--- config.mk ---
export PLATFORM = sky130hd
export DESIGN_NAME = multicycle_control_flat
export DESIGN_NICKNAME = d
export VERILOG_FILES = /design/src/rtl/multicycle_control_if.sv /design/src/rtl/multicycle_control.sv /design/src/flat_wrapper.sv
export SDC_FILE = /design/constraint.sdc
export NUM_CORES = 1
export LEC_CHECK = 0
export CAP_MARGIN = 20
export CORE_UTILIZATION = 36
export CTS_CLUSTER_DIAMETER = 60
export DETAILED_ROUTE_END_ITERATION = 12
export GPL_ROUTABILITY_DRIVEN = 0
export GPL_TIMING_DRIVEN = 1
export HOLD_SLACK_MARGIN = 0.02
export PLACE_DENSITY = 0.83
export SYNTH_ARGS = -nofsm -noshare
export SYNTH_HDL_FRONTEND = slang
export SYNTH_SLANG_ARGS = --single-unit
--- constraint.sdc ---
create_clock -name clk -period 2 [get_ports clk]
set_clock_uncertainty 0.15 [all_clocks]
set_input_delay 0.4 -clock clk [delete_from_list [all_inputs] [get_ports clk]]
set_output_delay 0.4 -clock clk [all_outputs]
set_load 0.02 [all_outputs]
--- src/rtl/multicycle_control_if.sv ---
`default_nettype none
// ============================================================================
// Module      : multicycle_control_if
// Description : Bundle between the multicycle controller and its datapath.
//               It carries the instruction fields and the ALU zero flag into
//               the controller, and the datapath enables, the mux selects,
//               the ALU operation, the illegal flag and the debug state out
//               of the controller.
//               master : controller side
//               slave  : datapath side
// Revision    : 1.0 - initial release
// ============================================================================
interface multicycle_control_if;
    logic [6:0] opcode;       // inst[6:0]
    logic [2:0] funct3;       // inst[14:12]
    logic       funct7_5;     // inst[30]
    logic       zero;         // ALU zero flag, same cycle
    logic       PCWrite;      // PC load enable, branch term folded in
    logic       IorD;
    logic       MemRead;
    logic       MemWrite;
    logic       IRWrite;
    logic       MemtoReg;
    logic       RegWrite;
    logic       ALUSrcA;
    logic       PCSource;
    logic [1:0] ALUSrcB;      // 00 B, 01 constant 4, 10 immediate
    logic [3:0] alu_control;  // 0000 AND, 0001 OR, 0010 ADD, 0110 SUB
    logic       illegal;      // sticky unsupported-instruction flag
    logic [3:0] state;        // debug view of the current state

    modport master (
        input  opcode, funct3, funct7_5, zero,
        output PCWrite, IorD, MemRead, MemWrite, IRWrite, MemtoReg, RegWrite,
               ALUSrcA, PCSource, ALUSrcB, alu_control, illegal, state
    );

    modport slave (
        output opcode, funct3, funct7_5, zero,
        input  PCWrite, IorD, MemRead, MemWrite, IRWrite, MemtoReg, RegWrite,
               ALUSrcA, PCSource, ALUSrcB, alu_control, illegal, state
    );
endinterface
`default_nettype wire

--- src/rtl/multicycle_control.sv ---
`default_nettype none
// ============================================================================
// Module      : multicycle_control
// Description : Moore-style control FSM for a multicycle RV32 subset
//               (lw, sw, R-type add/sub/and/or, I-type addi/andi/ori, beq).
//               Ports : clk   - rising-edge clock
//                       reset - synchronous, active-high
//                       bus   - multicycle_control_if.master (instruction
//                               fields and zero in; datapath controls out)
//               Option: CTRL_ILLEGAL_TRAP_EN - when defined, an unsupported
//                       instruction parks the FSM in HALT with illegal=1
//                       until reset. When undefined, it retires as a NOP
//                       and illegal is tied to 0.
// Revision    : 1.0 - initial release
// ============================================================================
module multicycle_control (
    input  logic                  clk,
    input  logic                  reset,
    multicycle_control_if.master  bus
);

    typedef enum logic [3:0] {
        FETCH     = 4'd0,
        DECODE    = 4'd1,
        MEM_ADDR  = 4'd2,
        MEM_READ  = 4'd3,
        MEM_WB    = 4'd4,
        MEM_WRITE = 4'd5,
        EXEC_R    = 4'd6,
        EXEC_I    = 4'd7,
        ALU_WB    = 4'd8,
        BRANCH    = 4'd9,
        HALT      = 4'd10
    } state_t;

    localparam logic [6:0] C_OP_LOAD   = 7'b0000011;
    localparam logic [6:0] C_OP_STORE  = 7'b0100011;
    localparam logic [6:0] C_OP_RTYPE  = 7'b0110011;
    localparam logic [6:0] C_OP_ITYPE  = 7'b0010011;
    localparam logic [6:0] C_OP_BRANCH = 7'b1100011;

    localparam logic [3:0] C_ALU_AND = 4'b0000;
    localparam logic [3:0] C_ALU_OR  = 4'b0001;
    localparam logic [3:0] C_ALU_ADD = 4'b0010;
    localparam logic [3:0] C_ALU_SUB = 4'b0110;

    // Where an unsupported instruction goes in the state it is detected.
`ifdef CTRL_ILLEGAL_TRAP_EN
    localparam state_t C_ILLEGAL_NEXT = HALT;
`else
    localparam state_t C_ILLEGAL_NEXT = FETCH;
`endif

    state_t     r_state;
    state_t     w_next_state;

    logic       w_pc_write;
    logic       w_iord;
    logic       w_mem_read;
    logic       w_mem_write;
    logic       w_ir_write;
    logic       w_mem_to_reg;
    logic       w_reg_write;
    logic       w_alu_src_a;
    logic       w_pc_source;
    logic [1:0] w_alu_src_b;
    logic [3:0] w_alu_control;

    logic [3:0] w_alu_r;
    logic       w_r_ok;
    logic [3:0] w_alu_i;
    logic       w_i_ok;

    // funct3/funct7 decode for the two ALU-execute states
    always_comb begin
        w_alu_r = C_ALU_ADD;
        w_r_ok  = 1'b1;
        case (bus.funct3)
            3'b000:  w_alu_r = bus.funct7_5 ? C_ALU_SUB : C_ALU_ADD;
            3'b111:  w_alu_r = C_ALU_AND;
            3'b110:  w_alu_r = C_ALU_OR;
            default: w_r_ok  = 1'b0;
        endcase

        w_alu_i = C_ALU_ADD;
        w_i_ok  = 1'b1;
        case (bus.funct3)
            3'b000:  w_alu_i = C_ALU_ADD;
            3'b111:  w_alu_i = C_ALU_AND;
            3'b110:  w_alu_i = C_ALU_OR;
            default: w_i_ok  = 1'b0;
        endcase
    end

    always_ff @(posedge clk) begin
        if (reset) begin
            r_state <= FETCH;
        end else begin
            r_state <= w_next_state;
        end
    end

    always_comb begin
        w_next_state  = FETCH;
        w_pc_write    = 1'b0;
        w_iord        = 1'b0;
        w_mem_read    = 1'b0;
        w_mem_write   = 1'b0;
        w_ir_write    = 1'b0;
        w_mem_to_reg  = 1'b0;
        w_reg_write   = 1'b0;
        w_alu_src_a   = 1'b0;
        w_pc_source   = 1'b0;
        w_alu_src_b   = 2'b00;
        w_alu_control = C_ALU_ADD;

        case (r_state)
            FETCH: begin
                // ALUOut <= PC + 4 while the instruction is loaded
                w_mem_read   = 1'b1;
                w_ir_write   = 1'b1;
                w_alu_src_b  = 2'b01;
                w_next_state = DECODE;
            end
            DECODE: begin
                // PC takes PC+4 from ALUOut; ALU forms the branch target
                w_pc_write  = 1'b1;
                w_pc_source = 1'b1;
                w_alu_src_b = 2'b10;
                case (bus.opcode)
                    C_OP_LOAD,
                    C_OP_STORE:  w_next_state = MEM_ADDR;
                    C_OP_RTYPE:  w_next_state = EXEC_R;
                    C_OP_ITYPE:  w_next_state = EXEC_I;
                    C_OP_BRANCH: w_next_state = BRANCH;
                    default:     w_next_state = C_ILLEGAL_NEXT;
                endcase
            end
            MEM_ADDR: begin
                w_alu_src_a  = 1'b1;
                w_alu_src_b  = 2'b10;
                w_next_state = (bus.opcode == C_OP_LOAD) ? MEM_READ : MEM_WRITE;
            end
            MEM_READ: begin
                w_iord       = 1'b1;
                w_mem_read   = 1'b1;
                w_next_state = MEM_WB;
            end
            MEM_WB: begin
                w_mem_to_reg = 1'b1;
                w_reg_write  = 1'b1;
            end
            MEM_WRITE: begin
                w_iord      = 1'b1;
                w_mem_write = 1'b1;
            end
            EXEC_R: begin
                w_alu_src_a   = 1'b1;
                w_alu_control = w_alu_r;
                w_next_state  = w_r_ok ? ALU_WB : C_ILLEGAL_NEXT;
            end
            EXEC_I: begin
                w_alu_src_a   = 1'b1;
                w_alu_src_b   = 2'b10;
                w_alu_control = w_alu_i;
                w_next_state  = w_i_ok ? ALU_WB : C_ILLEGAL_NEXT;
            end
            ALU_WB: begin
                w_reg_write = 1'b1;
            end
            BRANCH: begin
                // beq only: the PC loads the target computed in DECODE
                w_alu_src_a   = 1'b1;
                w_alu_control = C_ALU_SUB;
                w_pc_source   = 1'b1;
                w_pc_write    = bus.zero;
            end
            HALT: begin
`ifdef CTRL_ILLEGAL_TRAP_EN
                w_next_state = HALT;
`else
                w_next_state = FETCH;
`endif
            end
            default: w_next_state = FETCH;
        endcase
    end

    // Reset is synchronous, so the state register may still hold a
    // mid-instruction state during the first reset cycle; the enables are
    // masked so no write escapes in that cycle.
    assign bus.PCWrite     = w_pc_write  & ~reset;
    assign bus.MemRead     = w_mem_read  & ~reset;
    assign bus.MemWrite    = w_mem_write & ~reset;
    assign bus.IRWrite     = w_ir_write  & ~reset;
    assign bus.RegWrite    = w_reg_write & ~reset;
    assign bus.IorD        = w_iord;
    assign bus.MemtoReg    = w_mem_to_reg;
    assign bus.ALUSrcA     = w_alu_src_a;
    assign bus.PCSource    = w_pc_source;
    assign bus.ALUSrcB     = w_alu_src_b;
    assign bus.alu_control = w_alu_control;
    assign bus.state       = r_state;

`ifdef CTRL_ILLEGAL_TRAP_EN
    assign bus.illegal = (r_state == HALT) & ~reset;
`else
    assign bus.illegal = 1'b0;
`endif

endmodule
`default_nettype wire

--- src/flat_wrapper.sv ---
// flat-port wrapper written by rule: the top's interface ports become plain ports
module multicycle_control_flat 
  (clk, reset, bus_opcode, bus_funct3, bus_funct7_5, bus_zero, bus_PCWrite, bus_IorD, bus_MemRead, bus_MemWrite, bus_IRWrite, bus_MemtoReg, bus_RegWrite, bus_ALUSrcA, bus_PCSource, bus_ALUSrcB, bus_alu_control, bus_illegal, bus_state);
  multicycle_control_if bus_i ();
  input  logic clk;
  input  logic reset;
  input wire logic [$bits(bus_i.opcode)-1:0] bus_opcode;
  input wire logic [$bits(bus_i.funct3)-1:0] bus_funct3;
  input wire logic [$bits(bus_i.funct7_5)-1:0] bus_funct7_5;
  input wire logic [$bits(bus_i.zero)-1:0] bus_zero;
  output wire logic [$bits(bus_i.PCWrite)-1:0] bus_PCWrite;
  output wire logic [$bits(bus_i.IorD)-1:0] bus_IorD;
  output wire logic [$bits(bus_i.MemRead)-1:0] bus_MemRead;
  output wire logic [$bits(bus_i.MemWrite)-1:0] bus_MemWrite;
  output wire logic [$bits(bus_i.IRWrite)-1:0] bus_IRWrite;
  output wire logic [$bits(bus_i.MemtoReg)-1:0] bus_MemtoReg;
  output wire logic [$bits(bus_i.RegWrite)-1:0] bus_RegWrite;
  output wire logic [$bits(bus_i.ALUSrcA)-1:0] bus_ALUSrcA;
  output wire logic [$bits(bus_i.PCSource)-1:0] bus_PCSource;
  output wire logic [$bits(bus_i.ALUSrcB)-1:0] bus_ALUSrcB;
  output wire logic [$bits(bus_i.alu_control)-1:0] bus_alu_control;
  output wire logic [$bits(bus_i.illegal)-1:0] bus_illegal;
  output wire logic [$bits(bus_i.state)-1:0] bus_state;
  assign bus_i.opcode = bus_opcode;
  assign bus_i.funct3 = bus_funct3;
  assign bus_i.funct7_5 = bus_funct7_5;
  assign bus_i.zero = bus_zero;
  assign bus_PCWrite = bus_i.PCWrite;
  assign bus_IorD = bus_i.IorD;
  assign bus_MemRead = bus_i.MemRead;
  assign bus_MemWrite = bus_i.MemWrite;
  assign bus_IRWrite = bus_i.IRWrite;
  assign bus_MemtoReg = bus_i.MemtoReg;
  assign bus_RegWrite = bus_i.RegWrite;
  assign bus_ALUSrcA = bus_i.ALUSrcA;
  assign bus_PCSource = bus_i.PCSource;
  assign bus_ALUSrcB = bus_i.ALUSrcB;
  assign bus_alu_control = bus_i.alu_control;
  assign bus_illegal = bus_i.illegal;
  assign bus_state = bus_i.state;
  multicycle_control u_core (.clk(clk), .reset(reset), .bus(bus_i));
endmodule
# [Word level (Yosys, flattened, before mapping)]
# Index checks and enable logic that the tools add are counted.
[word_totals] reg_bits=4 in_bits=14 output_inout_bits=20 elab_cells=53
[op_classes] n_eq_ne=16 mux=19 n_bitwise=6 n_reduce_logical=11
[op_table] cell="$pmux 4 s3" n=2
[op_table] cell="$pmux 4 s5" n=1
[op_table] cell="$eq 4x3->1 const B" n=4
[op_table] cell="$pmux 4 s4" n=1
[op_table] cell="$eq 7x6->1 const B" n=2
[op_table] cell="$reduce_or 2->1" n=6
[op_table] cell="$mux 1" n=9
[op_table] cell="$eq 4x2->1 const B" n=2
[op_table] cell="$eq 4x4->1 const B" n=2
[op_table] cell="$pmux 2 s2" n=2
[op_table] cell="$eq 7x2->1 const B" n=1
[op_table] cell="$eq 7x5->1 const B" n=1
[op_table] cell="$eq 7x7->1 const B" n=1
[op_table] cell="$eq 3x3->1 const B" n=2
[op_table] cell="$mux 3" n=2
[op_table] cell="$reduce_or 3->1" n=2
[op_table] cell="$and 1x1->1" n=5
[op_table] cell="$eq 4x1->1 const B" n=1
[op_table] cell="$logic_not 4->1" n=1
[op_table] cell="$mux 4" n=1
[op_table] cell="$reduce_or 4->1" n=1
[op_table] cell="$logic_not 3->1" n=1
[op_table] cell="$pmux 1 s2" n=1
[op_table] cell="$not 1->1" n=1

# [Depth between registers and ports, before layout]
[depth] ltp_word=5 mapped_depth=4

# [Least setup slack after synthesis]
# OpenSTA, ideal clock, no wires.
[synth_timing] kind="register -> output" startpoint="register u_core.r_state[1], in the netlist u_core.bus.state[1]" endpoint="output bus_ALUSrcA" t_arrival_ns=1.425 required_ns=1.450 path_slack_ns=0.025 stages_incl_launch_ff=5 n_path_buf=1 cell_sequence="dfxtp_1 -> buf_4 -> nand2b_1 -> nor2_1 -> a22o_1"
[synth_between] elab_chain_len=3 elab_cells_between_ends=6 classes_between="eq/ne (4); mux (1); reduce/logical (1)"
[synth_lines] item="from (decl)" line_no="multicycle_control.sv:54" source="state_t r_state;"
[synth_lines] item="from (signal assigned)" line_no="multicycle_control.sv:99" source="r_state <= w_next_state;"
[synth_lines] item="$eq 4x2->1, or another cell as far along" line_no="multicycle_control.sv:117" source="case (r_state)"
[synth_lines] item="$reduce_or 4->1 (no source line) (*)"
[synth_lines] item="$mux 1 (*)" line_no="multicycle_control.sv:117"
[synth_lines] item="to (decl)" line_no="flat_wrapper.sv:18" source="output wire logic [$bits(bus_i.ALUSrcA)-1:0] bus_ALUSrcA;"
# Every way passes the cells marked *; elsewhere a longest branch is shown, timed or not.

# [Worst setup path in the final report]
[layout_timing] startpoint="input bus_zero" endpoint="output bus_PCWrite"
[layout_between] elab_chain_len=2
[layout_lines] item="from (decl)" line_no="flat_wrapper.sv:10" source="input wire logic [$bits(bus_i.zero)-1:0] bus_zero;"
[layout_lines] item="$pmux 1 s2" line_no="multicycle_control.sv:117"
[layout_lines] item="$and 1x1->1" line_no="multicycle_control.sv:192" source="assign bus.PCWrite = w_pc_write & ~reset;"
[layout_lines] item="to (decl)" line_no="flat_wrapper.sv:11" source="output wire logic [$bits(bus_i.PCWrite)-1:0] bus_PCWrite;"
# No other way between the ends.

==> results.txt <==
----------------------------------------------------
[Detailed routing]
  Post-DRT Antenna Nets ... 0
  Via density per instance ... roughly 5.2
  Number of DRC markers in iteration 0 ... 9
  First-pass iteration count of the detailed router ... 3
  DRC errors left ... 0
  Final wirelength ... approximately 1600 microns
  Via count ... between 600 and 700
  Routed wirelength normalized by instance count ... between 10 and 15 microns

[Critical path]
  Worst-path cell chain ... clkdlybuf4s50_1, inv_1, a2111oi_4, buf_4
  Crit Reg-Reg Endpoint ... u_core.bus.state[2]
  Type of element launching the critical path ... primary input
  CP Capture Point ... bus_PCWrite
  Required time of the critical path ... ~1.5 ns
  Count of buffering cells on the critical path with inverters included ... 3
  Launch point of the worst reg-to-reg path ... u_core.bus.state[2]
  Critical Setup Path Class ... primary input to output pin
  Largest incremental delay on the critical path ... about 0.46 ns
  CP Data Arrival Time ... roughly 1.4 ns
  Number of logic stages on the critical path including buffering ... 4
  Launch point of the critical path ... bus_zero
  R2R cell count ... 5
  Slowest cell on the critical path ... clkdlybuf4s50_1
  R2R setup slack ... between 0.5 and 0.6 ns
  Dominant delay contributor by cell family on the critical path ... buffers and inverters
  Critical path peak fanout ... 1
  Worst Setup End Kind ... output pin

[Synth]
  Number of synthesis warnings ... 0
  Number of synthesized flops with an enable pin ... 0
  Post-synthesis cell type with the largest combined area ... dfxtp_1
  Flops & latches, synth ... 4
  Cell types occupying the most area after synthesis ... dfxtp_1, nand2b_1, buf_4, nor3b_1, nor4b_4
  Sequential cell area fraction in the yosys report ... about 17%
  Number of instances in the synthesized netlist ... 61
  Async set-or-reset flop fraction in the synthesized netlist ... 0%
  Synth Cell Area ... about 480 sq um
  Mean post-synth cell area ... a little under 8 sq um
  Post-synth top area share ... between 10% and 20%
  Primary flip-flop cell chosen by synthesis mapping ... dfxtp_1
  Distinct cells, synth ... 31

[Place]
  Cell Count Post-Placement ... between 100 and 150
  HPWL after detailed placement ... 1220 microns
  Placed Instance Area ... roughly 900 sq um
  Count of buffers from port buffering ... 31

[Global routing]
  Most used routing layer in global routing ... met2
  Maximum number of pins on one net before global-route repair ... 8
  Total global routing overflow ... 0
  Global Route met3 Usage ... about 2.3%
  Number of antenna violations at the first check in global routing ... 0
  Via count of the first global-routing pass ... a little over 600
  Met2 Track Usage GR ... 45.0%
  Met1 routing resource usage after global routing ... 26.9%
  First-pass GRT wire length ... about 2500 microns
  GRT Overall Usage ... between 20% and 30%

[Layout]
  Synth-to-layout area growth ... 95.1%
  Fraction of final layout cells sized beyond drive strength 1 ... 44.4%
  Flip-flop count of the largest register after layout ... 4
  Number of inserted diodes ... 0
  Final Net Count ... approximately 120
  Final design area excluding fillers ... 940 sq um
  Number of non-filler instances in the completed layout ... approximately 120

[Floorplanning]
  Die height ... 38.6 microns
  Total die area ... around 0.0015 sq mm
  I/O pin cnt ... 34
  Floorplan core area ... 0.00117 sq mm
  Row Count ... 12
  Floorplan die width ... between 30 and 40 microns
  Starting density of the core ... between 40% and 50%

[Outcome]
  Run status ... finished clean

[STA]
  Final Hold Fails ... 0
  Hold Slack ... just over 0.5 ns
  Slew Limit Fails ... 0
  Finish-stage setup viols ... 0
  Final Critical Period ... between 1.5 and 2 ns
  Fin crit share ... 97.6%
  FMAX ... between 500 and 600 MHz

[Pwr]
  Switching part of the total power ... around 30%
  Switching power ... between 90 and 100 uW
  Portion of total power attributed to sequential cells ... 27.2%
  Power per unit of standard cell area ... 331 mW/mm^2
  Overall power ... 311 uW
  Cell internal pwr ... around 220 uW
  Worst vdd ir ... about 0.44 mV
  Clock network fraction of total power ... between 30% and 40%
  Leakage power total ... 0.453 nW
  Comb power frac ... about two fifths

[Clocking]
  Clock tree from TritonCTS ... built
  Clock latency on the worst-skew pair ... approximately 0.24 ns
  Clock-pin slew on the worst setup and hold paths ... 0.03 ns
  Clock buffer count from CTS ... 3
  # clock sinks ... 4
  CTS Hold Bufs ... 0
  Htree depth ... 1
  Post-CTS Setup Inserts ... 0
  Clk Tree Root Cell ... clkbuf_4
  Number of buffers on the longest clock path ... 2

[Job]
  Max-cap viol count ... 0

[Hold path]
  Kind of path behind the tightest hold check ... flip-flop to flip-flop

----------------------------------------------------
==> cell usage in the layout (no fill, tap or decap), drive strengths merged, types with 2 or more instances in the layout <==
master and instances:
nor3 4, nand3 2, a21oi 4, dlymetal6s2s 4, conb 2, and2 2
nor2 6, nor3b 5, clkdlybuf4s50 11, nand2 3, a22o 2, nand2b 5
nor4b 2, clkbuf 8, dfxtp 4, xnor2 2, clkdlybuf4s15 3, buf 23
dlygate4sd2 3
==> routing by layer <==
metal	routed length (microns)	up-vias	share of wire, %
li1	-	313	-
met1	622	287	38
met2	887	28	54
met3	107	2	6.5
met4	18	0	1.1
met5	0	-	0
==> Yosys cell counts, types with 2 or more instances <==
| cell type | n |
|---|---|
| nor3_1 | 4 |
| buf_4 | 4 |
| dfxtp_1 | 4 |
| nor2_1 | 6 |
| xnor2_1 | 2 |
| a21oi_1 | 4 |
| nor3b_1 | 4 |
| nand3_1 | 2 |
| and2_1 | 2 |
| a22o_1 | 2 |
| nand2b_1 | 5 |
| nand2_1 | 3 |
==> worst reg2reg max path, cell delays in order (launching register included) <==
cell       delay, ns
dfxtp_1         0.33
buf_4           0.17
buf_4           0.16
nor4b_4         0.26
nand4_1         0.16
o2bb2ai_1       0.16
==> cells by family (layout without fill, tap and decap cells) <==
family	Yosys count	after routing	share of synthesized area (%)
flip-flops	4	4	16.6
AO/OA/AOI/OAI	11	11	17.4
other	1	2	0.778
XOR/XNOR	2	2	3.64
AND/OR/NAND/NOR	36	36	51.2
buffers and inverters	7	53	10.4
==> worst min path at each step <==
stage	startpoint	endpoint	slack, ns	cells past startpoint
6_report	u_core.bus.state[3]	u_core.bus.state[3]	0.51	3
5_1_grt	u_core.bus.state[3]	u_core.bus.state[3]	0.55	3
2_1_floorplan	bus_opcode[4]	u_core.bus.state[2]	0.41	2
3_5_place_dp	u_core.bus.state[3]	u_core.bus.state[3]	0.49	3
3_3_place_gp	u_core.bus.state[3]	u_core.bus.state[3]	0.47	3
4_1_cts	u_core.bus.state[3]	u_core.bus.state[3]	0.50	3
==> power groups by stage <==
stage	Clock [mW]	Combinational, mW	Sequential, mW
finish	0.101	0.126	0.0846
global route	0.111	0.136	0.0847
CTS	0.104	0.122	0.0845
detailed placement	0	0.125	0.0857
global placement	0	0.123	0.0856
floorplan	0	0.0537	0.0866
==> final cells by class <==
type	instances	area, sq um
well taps	14	17.5
fillers	81	231
flip-flops and latches	4	81.3
clock buffers	3	22.5
repair buffers	49	413
inverters	1	3.75
multi-input cells	51	402
==> stage by stage <==
step	setup TNS, ns	util, %	setup WS, ns
floorplan	0	-	0.0253
global placement	-3.27	77.0	-0.486
detailed placement	-3.47	77.0	-0.527
CTS	0	77.7	0.00774
global route	-0.0100	80.2	-0.0100
finish	0	80.2	0.0477
==> timing repair <==
item | CTS | global route
setup endpoints to repair | 15 | 12
pin swaps | 1 | 0
cloned | 0 | 0
hold endpoints to repair | 0 | 0
gates resized for setup | 42 | 25
Note: power is estimated with default switching activity, not from simulation.
==> variant (same settings) <==
The option `CTRL_ILLEGAL_TRAP_EN` is turned on by a define.
--- a/src/rtl/multicycle_control.sv
+++ b/src/rtl/multicycle_control.sv
@@ -13,6 +13,8 @@
 //                       and illegal is tied to 0.
 // Revision    : 1.0 - initial release
 // ============================================================================
+`define CTRL_ILLEGAL_TRAP_EN
+
 module multicycle_control (
     input  logic                  clk,
     input  logic                  reset,
Function: changed (Yosys sat finds a counterexample within 4 cycles, from zero or initial values and one cycle with reset high).
==> variant against the unedited design <==
Sequential cell count did not move. Wire length rose by 22%. Area after synthesis is 1.8% higher. First-iteration DRC count is 110% higher. Cell area is 7.6% higher. Setup slack worse by 0.014 ns. Critical endpoint is now bus_alu_control[2]. Highest routed layer unchanged.
Power is not compared: it rests on default switching activity, and its combinational part moved more than twofold at a synthesized area within 25%.
==> variant: results (changes against the unedited design) <==
Status - finished, final reports clean
Compound-Gate Fraction of Synth Area - 0.2168 (+0.04281)
First-pass GRT wire length - 2918 um (+17%)
Count of different cell masters after synthesis - 30 (-3.2%)
Synth top cells by count - nor2_1, a21oi_1, nor3_1
Syn Nets - 84
M3 GR Usage - 0.04046 (+0.01734)
Tot GR Track Use - 0.2881 (+0.04738)
CP startpoint - bus_funct3[1]
Post-synthesis sequential area ratio - 0.1633 (-0.002968)
Detailed Place HPWL - 1481 um (+22%)
Worst-path fanout max - 3 (+2)
WP data arrival - 1.42 ns (+0.02 ns)
Met2 Usage GRT - 0.5250 (+0.07500)
Top cells by area, synth - dfxtp_1, a21oi_1, nor3_1, nor2_1, a2111oi_4
Via count - 761 (+21%)
Met1 Use GR - 0.3196 (+0.05036)
Layout cells sized above 1 - 0.5200 (+0.07556)
Reg area - 83.83 um^2 (+3.1%)
PortBufs - 32 (+3.2%)
HP Start - bus_funct3[1]
Router iterations before antenna repair - 4 (+1)
Largest net degree at the start of global routing - 13 (+5)
Main synth FF type - dfxtp_1
CP max stage delay - 0.39 ns (-0.07 ns)
Synth Area in XOR/XNOR - 0.03571 (-0.0006494)
DP Area - 1003 um^2 (+11%)
Nets - 141 (+14%)
Vias in the first global route - 702 (+16%)
Critical path's slowest cell - or3_4
DR iter-0 viols - 19 (+10)
Min-delay worst type - in -> reg
WL per Instance - 14.39 um (+7.4%)
variant: where the power goes:
part,total [mW],internal (mW),switching [mW]
sequential,0.102,0.0894,0.0123
clock,0.0987,0.0670,0.0317
combinational,0.317,0.158,0.159
total,0.517,0.315,0.202
variant: worst paths after layout:
| path | to | slack, ns | cells past startpoint |
|---|---|---|---|
| worst max-delay path | bus_alu_control[2] | 0.03 | 4 |
| worst min-delay path | u_core.bus.state[1] | 0.42 | 4 |
| worst max register to register | u_core.bus.state[1] | 0.47 | 6 |
| worst min register to register | u_core.bus.state[3] | 0.53 | 4 |
variant: cells by family (layout without fill, tap and decap cells):
group	Yosys count	after routing
flip-flops	4	4
AND/OR/NAND/NOR	41	41
AO/OA/AOI/OAI	13	13
XOR/XNOR	2	2
other	1	1
buffers and inverters	9	64
variant: cell type report:
class                   count  area share
repair buffers             57      0.4431
inverters                   4     0.01485
clock buffers               3     0.02228
well taps                  14     0.01733
multi-input cells          57      0.4196
flip-flops and latches      4     0.08292
variant: metal layers:
layer,share of wire,vias up
met3,0.051,6
met4,0.020,0
met2,0.56,34
met1,0.37,359
met5,0,-
li1,-,362
variant: per-stage QoR:
stage                     hold WS [ns]    TNS, ns  cells  power (mW)
after CTS                       0.4745    -0.1489    139      0.5158
after global placement          0.5282     -3.835    136      0.4082
final                           0.4175          0    139      0.5171
after detailed placement        0.5666     -4.028    136      0.4172
after global routing            0.4356   -0.03549    139      0.5487
after floorplan                 0.3179  -0.003581     70      0.2491
variant: critical path: cells and delay by family:
| kind | cells | cell delay (ns) |
|---|---|---|
| AO/OA/AOI/OAI | 1 | 0.33 |
| buffers and inverters | 2 | 0.29 |
| AND/OR/NAND/NOR | 1 | 0.39 |
variant: timing repair:
item	in CTS	in global routing
pin swaps	2	2
gates resized for setup	61	22
hold buffers	0	0
setup endpoints to repair	16	9
buffers inserted	0	0
hold endpoints to repair	0	0
